## config.mk

```make
export PLATFORM = sky130hd
export DESIGN_NAME = rr_mux_n
export DESIGN_NICKNAME = d
export VERILOG_FILES = /design/src/rtl/mux_pkg.sv /design/src/rtl/rr_arbiter.sv /design/src/rtl/rr_mux_n.sv
export SDC_FILE = /design/constraint.sdc
export NUM_CORES = 1
export LEC_CHECK = 0
export CAP_MARGIN = 20
export CELL_PAD_IN_SITES_DETAIL_PLACEMENT = 0
export CELL_PAD_IN_SITES_GLOBAL_PLACEMENT = 2
export CORE_MARGIN = 8
export CORE_UTILIZATION = 17
export DETAILED_ROUTE_END_ITERATION = 6
export PLACE_DENSITY_LB_ADDON = 0.1
export SLEW_MARGIN = 40
export SYNTH_ARGS = -nofsm -noshare
export SYNTH_HDL_FRONTEND = slang
export SYNTH_SLANG_ARGS = --single-unit
```

## constraint.sdc

```tcl
create_clock -name clk -period 3.2 [get_ports clk]
set_clock_uncertainty 0.15 [all_clocks]
set_input_delay 0.64 -clock clk [delete_from_list [all_inputs] [get_ports clk]]
set_output_delay 0.64 -clock clk [all_outputs]
set_load 0.005 [all_outputs]
```

## src/rtl/mux_pkg.sv

```systemverilog
`default_nettype none
// ---------------------------------------------------------------------------
// mux_pkg : shared types, select-width rule and arbitration mode for rr_mux_n
// Rev 1.0 | build option: RR_MUX_FIXED_PRIO_EN (channel 0 fixed priority)
// ---------------------------------------------------------------------------
package mux_pkg;

  typedef logic [31:0] word_t;

  function automatic int sel_width(input int n);
    return (n > 1) ? $clog2(n) : 1;
  endfunction

  // base and off are both below n, so one conditional subtract replaces a modulo
  function automatic int wrap_add(input int base, input int off, input int n);
    return (base + off >= n) ? (base + off - n) : (base + off);
  endfunction

`ifdef RR_MUX_FIXED_PRIO_EN
  localparam bit FIXED_PRIO_EN = 1'b1;
`else
  localparam bit FIXED_PRIO_EN = 1'b0;
`endif

endpackage
`default_nettype wire

```

## src/rtl/rr_arbiter.sv

```systemverilog
`default_nettype none
// ---------------------------------------------------------------------------
// rr_arbiter : rotating priority-find, first requester at or after ptr wins
// Rev 1.0 | build option: RR_MUX_FIXED_PRIO_EN (channel 0 fixed priority)
// ---------------------------------------------------------------------------
module rr_arbiter
  import mux_pkg::*;
#(
  parameter  int N    = 4,
  localparam int SELW = sel_width(N)
) (
  input  logic [N-1:0]    req,
  input  logic [SELW-1:0] ptr,
  input  logic            en,
  output logic [N-1:0]    gnt,
  output logic [SELW-1:0] gnt_idx
);

  logic found;

  always_comb begin
    gnt     = '0;
    gnt_idx = '0;
    found   = 1'b0;
    if (FIXED_PRIO_EN && en && req[0]) begin
      gnt[0] = 1'b1;
      found  = 1'b1;
    end
    for (int off = 0; off < N; off++) begin
      if (en && !found && req[wrap_add(int'(ptr), off, N)]) begin
        gnt[wrap_add(int'(ptr), off, N)] = 1'b1;
        gnt_idx = SELW'(wrap_add(int'(ptr), off, N));
        found   = 1'b1;
      end
    end
  end

endmodule
`default_nettype wire

```

## src/rtl/rr_mux_n.sv

```systemverilog
`default_nettype none
// ---------------------------------------------------------------------------
// rr_mux_n : N:1 round-robin data mux with a registered valid/ready output
// Rev 1.0 | build option: RR_MUX_FIXED_PRIO_EN (channel 0 fixed priority)
// ---------------------------------------------------------------------------
module rr_mux_n
  import mux_pkg::*;
#(
  parameter  int WIDTH = $bits(word_t),
  parameter  int N     = 4,
  localparam int SELW  = sel_width(N)
) (
  input  logic               clk,
  input  logic               reset,
  input  logic [N-1:0]       in_valid,
  input  logic [N*WIDTH-1:0] in_data,
  output logic [N-1:0]       in_ready,
  output logic               out_valid,
  output logic [WIDTH-1:0]   out_data,
  output logic [SELW-1:0]    out_sel,
  input  logic               out_ready
);

  logic [SELW-1:0]  ptr_q, ptr_d;
  logic             out_valid_q, out_valid_d;
  logic [WIDTH-1:0] out_data_q, out_data_d;
  logic [SELW-1:0]  out_sel_q, out_sel_d;

  logic             load;
  logic             arb_en;
  logic [N-1:0]     gnt;
  logic [SELW-1:0]  gnt_idx;
  logic [SELW-1:0]  ptr_inc;
  logic [WIDTH-1:0] gnt_data;

  // Accept a new word when the register is empty or being drained this cycle.
  assign load   = !out_valid_q || out_ready;
  assign arb_en = load && !reset;

  rr_arbiter #(
    .N(N)
  ) u_arb (
    .req     (in_valid),
    .ptr     (ptr_q),
    .en      (arb_en),
    .gnt     (gnt),
    .gnt_idx (gnt_idx)
  );

  assign in_ready = gnt;

  always_comb begin
    gnt_data = '0;
    for (int i = 0; i < N; i++) begin
      if (gnt[i]) begin
        gnt_data = gnt_data | in_data[i*WIDTH +: WIDTH];
      end
    end
  end

  generate
    if (N == 1) begin : g_ptr_const
      assign ptr_inc = '0;
    end else begin : g_ptr_rr
      assign ptr_inc = (gnt_idx == SELW'(N - 1)) ? '0 : (gnt_idx + SELW'(1));
    end
  endgenerate

  always_comb begin
    out_valid_d = out_valid_q;
    out_data_d  = out_data_q;
    out_sel_d   = out_sel_q;
    ptr_d       = ptr_q;
    if (|gnt) begin
      out_valid_d = 1'b1;
      out_data_d  = gnt_data;
      out_sel_d   = gnt_idx;
      if (!(FIXED_PRIO_EN && gnt[0])) begin
        ptr_d = ptr_inc;
      end
    end else if (out_ready) begin
      out_valid_d = 1'b0;
    end
  end

  always_ff @(posedge clk) begin
    if (reset) begin
      ptr_q       <= '0;
      out_valid_q <= 1'b0;
      out_data_q  <= '0;
      out_sel_q   <= '0;
    end else begin
      ptr_q       <= ptr_d;
      out_valid_q <= out_valid_d;
      out_data_q  <= out_data_d;
      out_sel_q   <= out_sel_d;
    end
  end

  assign out_valid = out_valid_q;
  assign out_data  = out_data_q;
  assign out_sel   = out_sel_q;

  a_gnt_onehot: assert property (@(posedge clk) $onehot0(in_ready));

  a_stall_hold: assert property (@(posedge clk) disable iff (reset)
    (out_valid_q && !out_ready) |=> (out_valid_q && $stable(out_data_q) && $stable(out_sel_q)));

  a_ptr_range: assert property (@(posedge clk) disable iff (reset) (int'(ptr_q) < N));

endmodule
`default_nettype wire
```

After elaboration in Yosys (flattened, before gate mapping)
Index checks and enable logic that the tools add are counted.
- $add $sub $neg: 8
- $lt $le $gt $ge: 12
- equality and inequality tests: 1
- multiplexer cells: 42
- bitwise operators: 6
- reductions and logical operators: 20
- operators by type and width (operator ; number):
    two-way mux 32 bit ; 8
    greater-or-equal comparator 32 x 1 -> 1 bit (second input constant) ; 4
    less-than comparator 32 x 4 -> 1 bit (second input constant) ; 4
    greater-or-equal comparator 32 x 4 -> 1 bit (second input constant) ; 3
    OR 32 bit ; 3
    subtractor 32 x 4 -> 32 bit (second input constant) ; 3
    two-way mux 1 bit ; 17
    two-way mux 4 bit ; 4
    logical AND 1 bit ; 12
    OR 4 bit ; 3
    two-way mux 2 bit ; 5
    binary-select mux 1 bit (select 2 bit) ; 4
    demux 1 bit (select 2 bit) ; 4
    adder 2 x 2 -> 3 bit (second input constant) ; 2
    zero test 1 bit ; 5
    OR reduction 4 bit ; 1
    subtractor 2 x 3 -> 4 bit (second input constant) ; 1
    adder 2 x 1 -> 3 bit (second input constant) ; 1
    greater-or-equal comparator 2 x 3 -> 1 bit (second input constant) ; 1
    adder 2 x 1 -> 2 bit (second input constant) ; 1
    == test 2 bit (second input constant) ; 1
    nonzero test 2 bit ; 1
    logical OR 1 bit ; 1
- flip-flop bits (word level): 37
- input bits: 135
- output and inout port bits: 39
- logic and storage cells: 93

Depth between registers and ports, before layout
Gate-level depths: netlist (run 1).
- word-level depth: 26
- depth in mapped cells: 10
- gate-level depth less buffers: 8

Hierarchy
Synthesis (run 1) repeated with hierarchy kept, for this count alone.
- cell total of the unflattened synthesis: 279
- area total of the unflattened synthesis: 2449.8 um^2
- by module, submodules not included (module ; times used ; cells an instance ; area each (um^2) ; seq. area each (um^2)):
    rr_mux_n ; 1 ; 211 ; 1900.6 ; 740.7
    rr_arbiter ; 1 ; 68 ; 549.3 ; 0.0

Worst setup path before layout (run 1)
No wires, ideal clock.
- path type: register to output
- from: register (tool-made name)
- to: output port in_ready[0]
- arrival: 2.355 ns
- required time: 2.410 ns
- setup slack: 0.055 ns
- stages on the path, launching flop included: 9
- path buffers: 2
- path through: dfxtp_1 -> buf_6 -> inv_1 -> ha_1 -> mux4_2 -> or4_4 -> a21o_1 -> nand2_2 -> buf_4
- RTL lines (element ; RTL line ; source):
    to (decl) ; rr_mux_n.sv:17 ; output logic [N-1:0] in_ready,

Final worst setup path (run 1)
- from: register ptr_q[1]
- to: output port in_ready[0]
- longest elaborated chain between the ends: 19
- elaborated cells between the ends (all ways): 67
- those cells by class: add/sub (7); order compare (12); mux (31); bitwise (3); reduce/logical (14)
- ends and longest elaborated chain (element ; RTL line ; source):
    from (decl) ; rr_mux_n.sv:24 ; logic [SELW-1:0] ptr_q, ptr_d;
    from (signal assigned) ; rr_mux_n.sv:93 ; ptr_q <= ptr_d;
    parallel branches: the longest is 18 deep, another holds subtractor 32 x 4 -> 32 bit ; n/a ;
    two-way mux 4 bit (*) ; rr_arbiter.sv:30 ; if (en && !found && req[wrap_add(int'(ptr), off, N)]) begin
Every way passes the cells marked *. The select of a mux whose other input is x is not followed.

==> results of run 1 <==
sequential cells by signal, indices dropped and copies added, names as in the netlist, named ones only:
signal	count
out_valid	1
out_sel	2
out_data	32
ptr_q	1
through the flow:
| stage | TNS [ps] | area [um2] |
|---|---|---|
| floorplan | 0 | 2482 |
| global placement | -14500 | 4613 |
| detailed placement | -16760 | 4613 |
| CTS | 0 | 4811 |
| global route | 0 | 4823 |
| finish | 0 | 4823 |
final timing paths:
| check | slack (ps) | startpoint | end | cells after the start |
|---|---|---|---|---|
| setup / recovery | 70 | ptr_q[1] | in_ready[0] | 8 |
| hold / removal | 430 | out_sel[0] | out_sel[0] | 2 |
| setup reg to reg | 180 | ptr_q[1] | out_data[21] | 10 |
| hold reg to reg | 430 | out_sel[0] | out_sel[0] | 2 |
where the power goes:
part           switching [mW]  internal [mW]  leakage, nW  total, mW
registers              0.0709          0.619        0.306      0.690
logic                    1.25           1.27         1.25       2.52
clock network           0.207          0.390       0.0841      0.597
total                    1.53           2.28         1.64       3.81
per-layer routing:
| metal | wire [um] | GRT usage |
|---|---|---|
| met5 | 0 | 0 |
| met4 | 119 | 0.03259 |
| met3 | 1227 | 0.05396 |
| met2 | 6062 | 0.2261 |
| met1 | 5606 | 0.1660 |
worst max-delay path, delay by kind of cell, from the launching register on:
| kind | cells | cell delay (ps) |
|---|---|---|
| DFF | 1 | 340 |
| AOI/OAI and AO/OA | 1 | 170 |
| buffers and inverters | 3 | 320 |
| muxes | 1 | 320 |
| adders and majority gates | 1 | 270 |
| and+or+nand+nor | 2 | 640 |
layout make-up:
cell class                      count  area [um2]
Clock buffer                        7       142.6
Clock inverter                      1       30.03
Fill cell                        1524        9600
Inverter                            3       11.26
Multi-Input combinational cell    200        1577
Sequential cell                    37       742.0
Tap cell                          184       230.2
Timing Repair Buffer              214        2091
logic make-up after synthesis:
family                     after synthesis  synth area share
AOI/OAI and AO/OA                      117            0.3805
xor gates and xnor gates                 1          0.003529
buffers and inverters                   31           0.07157
muxes                                    6           0.04486
and+or+nand+nor                         69            0.1658
DFF                                     37            0.2984
adders and majority gates                7           0.03528
synthesized netlist by cell type (all sizes together), types with 3 or more instances:
master  instances  share of area
a21o            8          0.024
a21oi           5          0.012
a22oi          64           0.19
a311oi         32           0.13
buf            23          0.059
clkbuf          5         0.0076
dfxtp          37           0.30
ha              7          0.035
inv             3         0.0045
mux4            4          0.036
nand2          13          0.025
nand3b          8          0.024
nor3           36          0.073
o21ai           3         0.0076
what timing repair did:
item	in CTS	in global routing
pin swaps	4	2
setup endpoints to repair	36	32
buffers inserted	4	1
hold buffers	0	0
resized for setup	30	11
==> metrics.yaml, run 1 <==
cts:
  clock_latency_ps: 280
  htreeDepth: 2
  cts_buffers: 5
  cts_tree: "built"
  root_buffer: "clkbuf_16"
  clk_pin_slew_ps: 60
  cts_sinks: 37
  clockBufferDepth: 2
timing:
  setup_viol: 0
  hold_viol: 0
  worst_slew_pin_slew_ps: 449.9
  fin_crit_ps: 3134
  layout_setup_ws_ps: 65.58
  slew_violations: 0
  fin_crit_sh: 0.9795
  slew_headroom: 0.7001
  rsz0062_at_grt: "false"
  max_freq_ghz: 0.3190
  whs_ps: 434.5
route:
  wl_per_cell_um: 20.15
  ant_nets: 0
  drtIter0Drc: 153
  viasPerCell: 4.712
  routed_wl_mm: 13.02
  vias: 3044
  firstDrtPassIters: 5
  drcViolationCount: 0
finish:
  final_cell_mix: "164 x clkdlybuf4s50_1, 64 x a22oi_1, 36 x nor3_1, 36 x dfxtp_1, 32 x buf_4"
  layout.nets: 603
  mostFrequentLayoutCell: "clkdlybuf4s50_1"
  n_antenna_cell: 0
  synthToLayoutAreaGrowth_pct: 94.30
  final_cell_count_no_fill: 646
  fin_util: 0.3344
  drive_gt1_frac: 0.1818
floorplanning:
  dieHeight_um: 136.8
  die-area_um2: 18730
  core_area_um2: 14420
  start_util: 0.1721
  ios: 174
  dieWidth_um: 136.8
  rows: 44
placed_design:
  dpl.cell_count: 634
  pre_cts_ws_ps: -610.7
  gp_congestion: 0.7577
  dp_hpwl_mm: 9.642
  io_buffers: 173
logic_synthesis:
  ys_seq_area_frac: 0.2984
  synthCells: 268
  yosysWarnings: 0
  ys_types: 39
  synth_area_um2: 2482
  syn_nets: 410
  synth_edf_count: 0
  ys_ff_latch: 37
  synthArstFlopShare: 0
  synthFlopType: "dfxtp_1"
  synth_area_per_cell_um2: 9.263
setup_path:
  path_cells: "inv_2 -> ha_4 -> mux4_2 -> or4_4 -> buf_6 -> a21o_1 -> nand2_2 -> buf_6"
  worst_path_max_delay_cell: "or4_4"
  critPathMaxFanout: 4
  crit_required_ps: 2410
  crit_arrival_ps: 2340
  crit_path_end_kind: "output pin"
  cpMostUsedCell: "buf_6"
  start_kind: "register"
  worstSetupPathType: "register to output pin"
  slowest_delay_ps: 520
power:
  powerDensity_nw_per_um2: 789.5
  ir_drop_uv: 292.3
  leakagePower_nw: 1.644
  total_power_mw: 3.808
run_status:
  status: "complete, no violations"
grt:
  track_usage: 0.1379
  antenna_found_initial: 0
  grt_max_degree: 33
  overflow: 0
  grt_pass1_wl_mm: 19.83
  grt_pass1_vias: 3405
job:
  max_cap_viol_count: 0
worst_hold_path:
  hp-class: "register to register"
No activity file was read; power rests on OpenSTA's default activity.
==> inputs of run 2 (changes only) <==
--- a/config.mk
+++ b/config.mk
@@ -12,7 +12,7 @@
 export CORE_UTILIZATION = 17
 export DETAILED_ROUTE_END_ITERATION = 6
 export PLACE_DENSITY_LB_ADDON = 0.1
-export SLEW_MARGIN = 40
+export SLEW_MARGIN = 20
 export SYNTH_ARGS = -nofsm -noshare
 export SYNTH_HDL_FRONTEND = slang
 export SYNTH_SLANG_ARGS = --single-unit
==> results of run 2 <==
Same layout as run 1: the final DEF is identical, and so are final timing and power.
==> inputs of run 3 (changes only) <==
--- a/config.mk
+++ b/config.mk
@@ -8,10 +8,12 @@
 export CAP_MARGIN = 20
 export CELL_PAD_IN_SITES_DETAIL_PLACEMENT = 0
 export CELL_PAD_IN_SITES_GLOBAL_PLACEMENT = 2
+export CORE_ASPECT_RATIO = 0.6
 export CORE_MARGIN = 8
 export CORE_UTILIZATION = 17
 export DETAILED_ROUTE_END_ITERATION = 6
 export PLACE_DENSITY_LB_ADDON = 0.1
+export RECOVER_POWER = 100
 export SLEW_MARGIN = 20
 export SYNTH_ARGS = -nofsm -noshare
 export SYNTH_HDL_FRONTEND = slang
==> metrics.yaml, run 3 (synthesis results as in run 1) <==
cts:
  cts_hold_buffers: 0  # unchanged
  cts_sinks: 37  # unchanged
  cts_buffers: 5  # unchanged
  clockBufferDepth: 2  # unchanged
  clock_latency_ps: 280  # about the same
  clk_pin_slew_ps: 60  # about the same
  root_buffer: "clkbuf_16"  # unchanged
  htreeDepth: 2  # unchanged
  cts_tree: "built"  # unchanged
finish:
  largest_reg_flops: 32  # unchanged
  fin_util: 0.3292  # was 0.3344
  mostFrequentLayoutCell: "clkdlybuf4s50_1"  # unchanged
  final_cell_mix: "129 x clkdlybuf4s50_1, 64 x a22oi_1, 37 x dfxtp_1"  # was 164 x clkdlybuf4s50_1, 64 x a22oi_1, 36 x nor3_1, 36 x dfxtp_1, 32 x buf_4
  final_cell_count_no_fill: 656  # was 646
  fill_cells: 1512  # was 1524
  drive_gt1_frac: 0.1441  # was 0.1818
  layout.nets: 601  # was 603
  n_antenna_cell: 0  # unchanged
  synthToLayoutAreaGrowth_pct: 90.68  # was 94.30%
power:
  leakagePower_nw: 1.694  # was 1.644 nW
  total_power_mw: 3.565  # was 3.808 mW
  ir_drop_uv: 308.2  # was 292.3 uV
  powerDensity_nw_per_um2: 753.3  # was 789.5 nW/um2
setup_path:
  slowest_delay_ps: 550  # was 520 ps
  critPathMaxFanout: 5  # was 4
  worstSetupPathType: "input port to output pin"  # was register to output pin
  crit_arrival_ps: 2340  # about the same
  crit_path_end_kind: "output pin"  # unchanged
  worst_path_max_delay_cell: "or4_4"  # unchanged
  path_cells: "dlygate4sd2_1 -> mux4_2 -> or4_4 -> a21o_1 -> nand2_2 -> clkbuf_2"  # was inv_2 -> ha_4 -> mux4_2 -> or4_4 -> buf_6 -> a21o_1 -> nand2_2 -> buf_6
  crit_required_ps: 2410  # about the same
  start_kind: "input port"  # was register
floorplanning:
  ios: 174  # unchanged
  core_area_um2: 14380  # was 14420 um2
  dieHeight_um: 109.6  # was 136.8 um
  start_util: 0.1726  # was 0.1721
  die-area_um2: 18850  # was 18730 um2
  dieWidth_um: 172.0  # was 136.8 um
  rows: 34  # was 44
route:
  viasPerCell: 4.622  # was 4.712
  drtIter0Drc: 112  # was 153
  wl_per_cell_um: 20.09  # was 20.15 um
  drcViolationCount: 0  # unchanged
  firstDrtPassIters: 4  # was 5
  routed_wl_mm: 13.18  # was 13.02 mm
  ant_nets: 0  # unchanged
  vias: 3032  # was 3044
timing:
  max_freq_ghz: 0.3199  # was 0.3190 GHz
  rsz0062_at_grt: "false"  # unchanged
  worst_slew_pin_slew_ps: 445.3  # was 449.9 ps
  slew_violations: 0  # unchanged
  hold_viol: 0  # unchanged
  slew_headroom: 0.7031  # was 0.7001
  fin_crit_ps: 3126  # was 3134 ps
  setup_viol: 0  # unchanged
  fin_crit_sh: 0.9767  # was 0.9795
grt:
  grt_pass1_vias: 3374  # was 3405
  track_usage: 0.1383  # was 0.1379
  grt_pass1_wl_mm: 19.72  # was 19.83 mm
  antenna_found_initial: 0  # unchanged
  grt_max_degree: 33  # unchanged
  overflow: 0  # unchanged
placed_design:
  dpl.cell_count: 649  # was 634
  io_buffers: 173  # unchanged
  gp_congestion: 0.8181  # was 0.7577
  dp_hpwl_mm: 10.06  # was 9.642 mm
job:
  max_cap_viol_count: 0  # unchanged
run_status:
  status: "complete, no violations"  # unchanged
worst_hold_path:
  hp-class: "register to register"  # unchanged
[run 3: cell type report]
type / instances / area [um2] / share of cell area
Sequential cell: 37 / 740.7 / 0.1565
Timing Repair Buffer: 212 / 2073 / 0.4380
Tap cell: 198 / 247.7 / 0.05234
Multi-Input combinational cell: 200 / 1530 / 0.3233
Inverter: 3 / 11.26 / 0.002379
Clock inverter: 1 / 5.005 / 0.001057
Clock buffer: 5 / 125.1 / 0.02643
[run 3: stage by stage]
step           hold slack, ps  instance area, um2  setup WS [ps]  setup TNS, ps
2_1_floorplan           407.0                2482          55.02              0
3_3_place_gp            431.0                4638         -532.7         -12780
3_5_place_dp            445.3                4638         -543.7         -13050
4_1_cts                 451.9                4776          88.06              0
5_1_grt                 468.3                4733          7.580              0
6_report                448.1                4733          74.47              0
[run 3: repair_timing]
item                                    4_1_cts  5_1_grt
gates cloned                                  0        0
pin swaps                                     1        0
endpoints found under the setup margin       33        3
buffers inserted                              1        0
resized for setup                            24        1
[run 3: path summary, 6_finish.rpt]
kind / endpoint / cells after the start / start / slack [ps]
max: in_ready[0] / 6 / in_valid[1] / 70
min: out_data[20] / 2 / out_data[20] / 450
max reg2reg: out_data[3] / 10 / ptr_q[1] / 200
min reg2reg: out_data[20] / 2 / out_data[20] / 450
[run 3: metal layers]
layer / track usage / routed length [um] / part of all wire
met1: 0.1756 / 5981 / 0.45
met2: 0.2019 / 5394 / 0.41
met3: 0.07996 / 1720 / 0.13
met4: 0.02388 / 80 / 0.0061
met5: 0 / 0 / 0
[run 3: worst max-delay path, delay by kind of cell]
kind / cells / cell delay, ps
AND/OR/NAND/NOR: 2 / 620
multiplexers: 1 / 470
buffers and inverters: 2 / 390
AO/OA/AOI/OAI: 1 / 200
[run 3: power by group]
group / total (mW) / leakage [nW] / switching, mW / internal, mW
logic: 2.41 / 1.32 / 1.25 / 1.16
clock network: 0.469 / 0.0655 / 0.191 / 0.279
registers: 0.688 / 0.306 / 0.0697 / 0.618
